## src/rtl/switch_input_ctrl.sv

```systemverilog
// Switch front-end: synchronises and debounces raw DIP switch lines, keeps sticky
// rising-edge flags, and serves levels or flags to the CPU one byte lane per read.
module switch_input_ctrl #(
    parameter int SW_WIDTH    = 24,
    parameter int DATA_WIDTH  = 16,
    parameter int DEB_DIV     = 100000,
    parameter int DEB_SAMPLES = 3
) (
    input  logic                  switclk,
    input  logic                  switrst,
    input  logic                  switcs,
    input  logic                  switread,
    input  logic [2:0]            switchaddr,
    input  logic [SW_WIDTH-1:0]   switch_rdata,
    output logic [DATA_WIDTH-1:0] switch_wdata,
    output logic                  switch_rvalid,
    output logic [SW_WIDTH-1:0]   switch_level,
    output logic                  switch_irq
);
    localparam int PW     = (DEB_DIV > 1) ? $clog2(DEB_DIV) : 1;
    localparam int NLANES = SW_WIDTH / 8;

    logic [SW_WIDTH-1:0]                  sync1_q, sync2_q;
    logic [PW-1:0]                        presc_q, presc_d;
    logic                                 tick;
    logic [SW_WIDTH-1:0][DEB_SAMPLES-1:0] hist_q, hist_d;
    logic [SW_WIDTH-1:0]                  level_q, level_d, level_dly_q;
    logic [SW_WIDTH-1:0]                  flag_q, flag_d, rise_evt, clr_mask;
    logic [DATA_WIDTH-1:0]                wdata_q, wdata_d;
    logic                                 rvalid_q, rvalid_d;
    logic                                 rd_en;
    logic [1:0]                           lane;
    logic [31:0]                          lvl_pad, flag_pad;
    logic [7:0]                           byte_sel;

    assign tick    = (presc_q == PW'(DEB_DIV - 1));
    assign presc_d = tick ? '0 : presc_q + PW'(1);

    // Level changes only once the whole sample window agrees; mixed windows hold.
    always_comb begin
        hist_d  = hist_q;
        level_d = level_q;
        if (tick) begin
            for (int i = 0; i < SW_WIDTH; i++) begin
                hist_d[i] = {hist_q[i][DEB_SAMPLES-2:0], sync2_q[i]};
                if (&hist_d[i]) begin
                    level_d[i] = 1'b1;
                end else if (~|hist_d[i]) begin
                    level_d[i] = 1'b0;
                end
            end
        end
    end

    assign rd_en    = switcs && switread;
    assign lane     = switchaddr[1:0];
    assign lvl_pad  = 32'(level_q);
    assign flag_pad = 32'(flag_q);
    assign rise_evt = level_q & ~level_dly_q;

    // Lanes beyond SW_WIDTH fall into the zero padding, so they read as 0.
    always_comb begin
        byte_sel = switchaddr[2] ? flag_pad[{lane, 3'b000} +: 8]
                                 : lvl_pad[{lane, 3'b000} +: 8];
        clr_mask = '0;
        for (int n = 0; n < NLANES; n++) begin
            clr_mask[8*n +: 8] = {8{rd_en && switchaddr[2] && (lane == 2'(n))}};
        end
        // A rise landing on the clearing edge survives: set wins over clear.
        flag_d   = (flag_q & ~clr_mask) | rise_evt;
        wdata_d  = rd_en ? DATA_WIDTH'(byte_sel) : wdata_q;
        rvalid_d = rd_en;
    end

    always_ff @(posedge switclk) begin
        if (switrst) begin
            sync1_q     <= '0;
            sync2_q     <= '0;
            presc_q     <= '0;
            hist_q      <= '0;
            level_q     <= '0;
            level_dly_q <= '0;
            flag_q      <= '0;
            wdata_q     <= '0;
            rvalid_q    <= 1'b0;
        end else begin
            sync1_q     <= switch_rdata;
            sync2_q     <= sync1_q;
            presc_q     <= presc_d;
            hist_q      <= hist_d;
            level_q     <= level_d;
            level_dly_q <= level_q;
            flag_q      <= flag_d;
            wdata_q     <= wdata_d;
            rvalid_q    <= rvalid_d;
        end
    end

    assign switch_wdata  = wdata_q;
    assign switch_rvalid = rvalid_q;
    assign switch_level  = level_q;
    assign switch_irq    = |flag_q;

endmodule
```

## config.mk

```make
export PLATFORM = sky130hd
export DESIGN_NAME = switch_input_ctrl
export DESIGN_NICKNAME = d
export VERILOG_FILES = /design/src/rtl/switch_input_ctrl.sv
export SDC_FILE = /design/constraint.sdc
export NUM_CORES = 1
export LEC_CHECK = 0
export ABC_AREA = 1
export ABC_CLOCK_PERIOD_IN_PS = 1510
export BUFFER_PORTS_ARGS = -buffer_cell sky130_fd_sc_hd__buf_2
export CAP_MARGIN = 25
export CORE_UTILIZATION = 34
export DETAILED_ROUTE_END_ITERATION = 16
export GPL_TIMING_DRIVEN = 0
export HOLD_SLACK_MARGIN = 0.03
export PLACE_DENSITY = 0.5
export SETUP_SLACK_MARGIN = 0.2
export SLEW_MARGIN = 25
export SYNTH_ARGS = -nofsm -noshare
export SYNTH_HDL_FRONTEND = slang
export SYNTH_SLANG_ARGS = --single-unit
export TNS_END_PERCENT = 20
```

## constraint.sdc

```tcl
create_clock -name switclk -period 1.51 [get_ports switclk]
set_input_delay 0.151 -clock switclk [delete_from_list [all_inputs] [get_ports switclk]]
set_output_delay 0.151 -clock switclk [all_outputs]
set_load 0.02 [all_outputs]
```

# Word-level counts from Yosys, hierarchy flattened
# Cells that the tools add are included.
[word_totals] register_bits=194 out_inout_bits=42 in_bits=31 word_cells=219
[classes] bitwise=5 eq_ne=27 reduce_logical=80 n_addsub=1 n_mux=49 n_shift=2
[ops] operator="AND reduction 3 bit" count=24
[ops] operator="OR reduction 3 bit" count=24
[ops] operator="indexed part select 32 x 6 -> 8 bit" count=2
[ops] operator="bitwise AND 24 bit" count=2
[ops] operator="two-way mux 1 bit" count=48
[ops] operator="!= test 2 bit, second input constant" count=24
[ops] operator="NOT 24 bit" count=2
[ops] operator="AND reduction 2 bit" count=24
[ops] operator="bitwise OR 24 bit" count=1
[ops] operator="OR reduction 24 bit" count=1
[ops] operator="adder 17 x 1 -> 17 bit, second input constant" count=1
[ops] operator="== test 17 bit, second input constant" count=1
[ops] operator="two-way mux 8 bit" count=1
[ops] operator="logical AND 1 bit" count=5
[ops] operator="== test 2 x 1 -> 1 bit, second input constant" count=1
[ops] operator="== test 2 bit, second input constant" count=1
[ops] operator="zero test 2 bit" count=1
[ops] operator="OR reduction 2 bit" count=1

# Depth between registers and ports, before layout
[logic_depth] depth_word=6 ltp_mapped=9 depth_no_buf=8

# Least setup slack after synthesis
# No wires, ideal clock.
[synth_path] path_kind="reg-to-reg" startpoint="register presc_q[0]" endpoint="register presc_q[9]" required_ns=1.395 stages_incl_launch_ff=9 path_slack_ns=0.116 t_arrival_ns=1.279 cell_sequence="dfxtp_1 ha_1 nand3_2 inv_1 buf_4 nand3_1 nand2_2 buf_4 nor2_1"
[synth_between] elab_chain_len=2 elab_cells_between_ends=3 classes_between="1 x add/sub; 1 x eq/ne; 1 x reduce/logical"
[synth_rtl] item="start, declared" line="24" text="logic [PW-1:0] presc_q, presc_d;"
[synth_rtl] item="start signal, assigned" line="89" text="presc_q <= presc_d;"
[synth_rtl] item="parallel branches: the longest is 2 deep, another holds adder 17 x 1 -> 17 bit"
# Parallel ways; which one is timed is not known.
# A chain may end at the register's enable or synchronous reset.

# Worst setup path after layout
[layout_path] startpoint="register flag_q[17]" endpoint="output port switch_irq"
[layout_between] elab_chain_len=1
[layout_rtl] item="start, declared" line="28" text="logic [SW_WIDTH-1:0] flag_q, flag_d, rise_evt, clr_mask;"
[layout_rtl] item="start signal, assigned" line="93" text="flag_q <= flag_d;"
[layout_rtl] item="OR reduction 24 bit" line="102" text="assign switch_irq = |flag_q;"
[layout_rtl] item="end, declared" line="18" text="output logic switch_irq"
# Every way passes these cells.

==> flow_summary.yaml <==
run_status:
  outcome: "complete, but fails checks"
  violations: "negative setup slack"
hold_path:
  min_to: "switch_rvalid"
  hold_path_startpoint: "switread"
  hold_depth: 3
  min-delay-path-class: "primary input to flop"
critical_path:
  r2r_cells: 10
  critPathCaptureType: "primary output"
  start_kind: "flop"
  reg2reg_from: "presc_q[9]"
  critical_path_class: "flop to primary output"
  required_ns: 1.36
  arrival_ns: 1.43
  ff2ff_setup_slack_ns: -0.01
  critPathMaxFanout: 2
  rr_endpoint: "switch_level[13]"
timing:
  fin_crit_sh_pct: 105
  worstMarginPinSlew_ns: 0.700
  timing.fmax_mhz: 632
  slew_headroom_pct: 53.3
  period_minus_slack_ns: 1.58
  drv_slew: 0
  hold_viol: 0
  whs_ns: 0.0897
  setup_viol: 2
  rsz0062_at_grt: "true"
  worst_slack_ns: -0.0720
  clock_skew_ns: 0.00967
synth:
  avgSynthCellArea_um2: 7.24
  ys_ff_latch: 194
  yosys.cell_count.top_type: "nand2_1"
  synthFlopType: "dfxtp_1"
  synth_area_leaders: "dfxtp_1 49%, nand2_1 10%, nor2_1 9.9%, inv_1 7.1%, nand3_1 6.6%"
  yosysTopAreaCellShare_pct: 49.4
  ys_types: 33
  async_flop_share_pct: 0
  ys_seq_area_share_pct: 49.4
  ys_warn_count: 0
  ys_top_cells_by_count: "218 x nand2_1, 208 x nor2_1, 194 x dfxtp_1"
  synth_top_area_cell: "dfxtp_1"
  synth_edf_count: 0
  netlist_area_mm2: 0.00786
  syn_inst: 1086
detailed_routing:
  num_vias: 6915
  drt-met1-wl_um: 10900
  ant_nets: 0
  drt_pass1_iterations: 4
  wire_per_inst_um: 14.1
  drt_iter0_markers: 391
  vias_per_cell: 4.45
  drc: 0
  routed-wl-met2_um: 10000
  route.met3.wl_um: 784
  highest_layer: "met4"
  finalWirelength_um: 21900
layout:
  fin_util_pct: 47.6
  layout.nets: 1289
  seqCellArea_mm2: 0.00392
  drive_gt1_share_pct: 26.6
  area_growth_pct: 37.0
  n_fill_cell: 2245
  multi_input_area_mm2: 0.00364
  diodes: 0
floorplan:
  fp.dieArea_mm2: 0.0237
  dieWidth_um: 154
  rows: 55
  io_pins: 73
  coreArea_mm2: 0.0226
  die_y_um: 154
  start_util_pct: 34.7
clocking:
  clock_sinks: 194
  cts_tree: "built"
  cts_buffers: 17
  root_buffer: "clkbuf_16"
  cts_buffer_depth: 2
  clkSlewWorstSetupHoldPaths_ns: 0.07
  clock_latency_ns: 0.43
  h-tree-depth: 4
global_route:
  grt_antenna_before_repair: 0
  grt_pass1_vias: 6496
  grt_first_pass_wirelength_um: 35000
  overflow: 0
  grt_max_degree: 19
  grtUsageTotal_pct: 19.0
place:
  port_buffers: 64
  place_hpwl_um: 14700
  gp_congestion: 0.875
run:
  maxCapViolCount: 0
power_and_ir_drop:
  cellLeakagePower_nw: 4.72
  vdd_drop_max_uv: 542
  power_density_mw_per_mm2: 969
## final cells by class
type | instances | area share (%)
Sequential cell | 194 | 36.4
Multi-Input combinational cell | 693 | 33.8
Timing Repair Buffer | 143 | 11.4
Inverter | 153 | 5.40
Clock buffer | 18 | 4.08
Buffer | 55 | 3.99
Tap cell | 285 | 3.31
Clock inverter | 14 | 1.57
## critical path, stage by stage (launching register included)
cell and delay [ns]:
dfxtp_1 0.32, inv_1 0.07, nand4_1 0.14, nor2_2 0.17, nand4_1 0.11, buf_4 0.18
## logic make-up after synthesis
logic type | after synthesis | synth area share, %
flip-flops | 194 | 49.4
buffers and inverters | 208 | 11.9
other | 1 | 0.0477
adder cells (fa/ha/maj) | 1 | 0.159
AO/OA/AOI/OAI | 73 | 5.08
AND/OR/NAND/NOR | 601 | 32.5
XOR/XNOR | 8 | 0.892
## state kept, by name, indices dropped and copies added (netlist names)
register       flops
hist_q            48
flag_q            24
level_dly_q       24
switch_level      24
sync1_q           24
sync2_q           24
presc_q           17
switch_wdata       8
switch_rvalid      1
## cells in the final DEF (no fill, tap or decap), drive strengths merged, types with 24 or more instances in the layout
cell type	synthesis	final
o21ai	49	49
nand3	105	105
inv	151	158
nor2	212	214
dfxtp	194	194
dlygate4sd3	0	24
nand2	222	222
buf	45	162
clkbuf	10	30
nor3	50	50
## stage by stage
step                area (um2)  setup TNS [ns]  instances  power (W)  worst slack [ns]
finish                   10800         -0.0801       1555     0.0104           -0.0720
global route             10800           -2.07       1555     0.0108            -0.119
CTS                      10500         -0.0683       1548     0.0105           -0.0683
detailed placement        8570           -5.18       1442    0.00582            -0.194
global placement          8570           -5.17       1442    0.00582            -0.188
floorplan                 7900               0       1093    0.00565             0.200
## what timing repair did
item / CTS / global route
resized for setup: 141 / 73
hold endpoints to repair: 24 / 0
pin swaps: 78 / 71
buffers inserted: 39 / 6
hold buffers: 24 / 0
gates cloned: 11 / 1
endpoints found under the setup margin: 90 / 92
## where the power goes
part           internal [W]  switching (W)  total (W)
Combinational      0.000223       0.000336   0.000559
Clock               0.00254        0.00211    0.00465
Sequential          0.00519      0.0000394    0.00522
## worst max-delay path by stage
stage | from | end | slack, ns | cells past startpoint
finish | flag_q[17] | switch_irq | -0.07 | 5
global route | flag_q[0] | switch_irq | -0.12 | 5
CTS | flag_q[16] | switch_irq | -0.07 | 5
detailed placement | switrst | switch_rvalid | -0.19 | 5
global placement | switrst | sync1_q[8] | -0.19 | 5
floorplan | presc_q[0] | presc_q[9] | 0.20 | 8
## per-layer routing
metal / GRT usage (%) / up-vias
met3: 3.52 / 10
li1: - / 3702
met5: 0 / -
met1: 25.9 / 3069
met4: 4.38 / 0
met2: 31.0 / 134
Power figures use the tool's default switching activity.
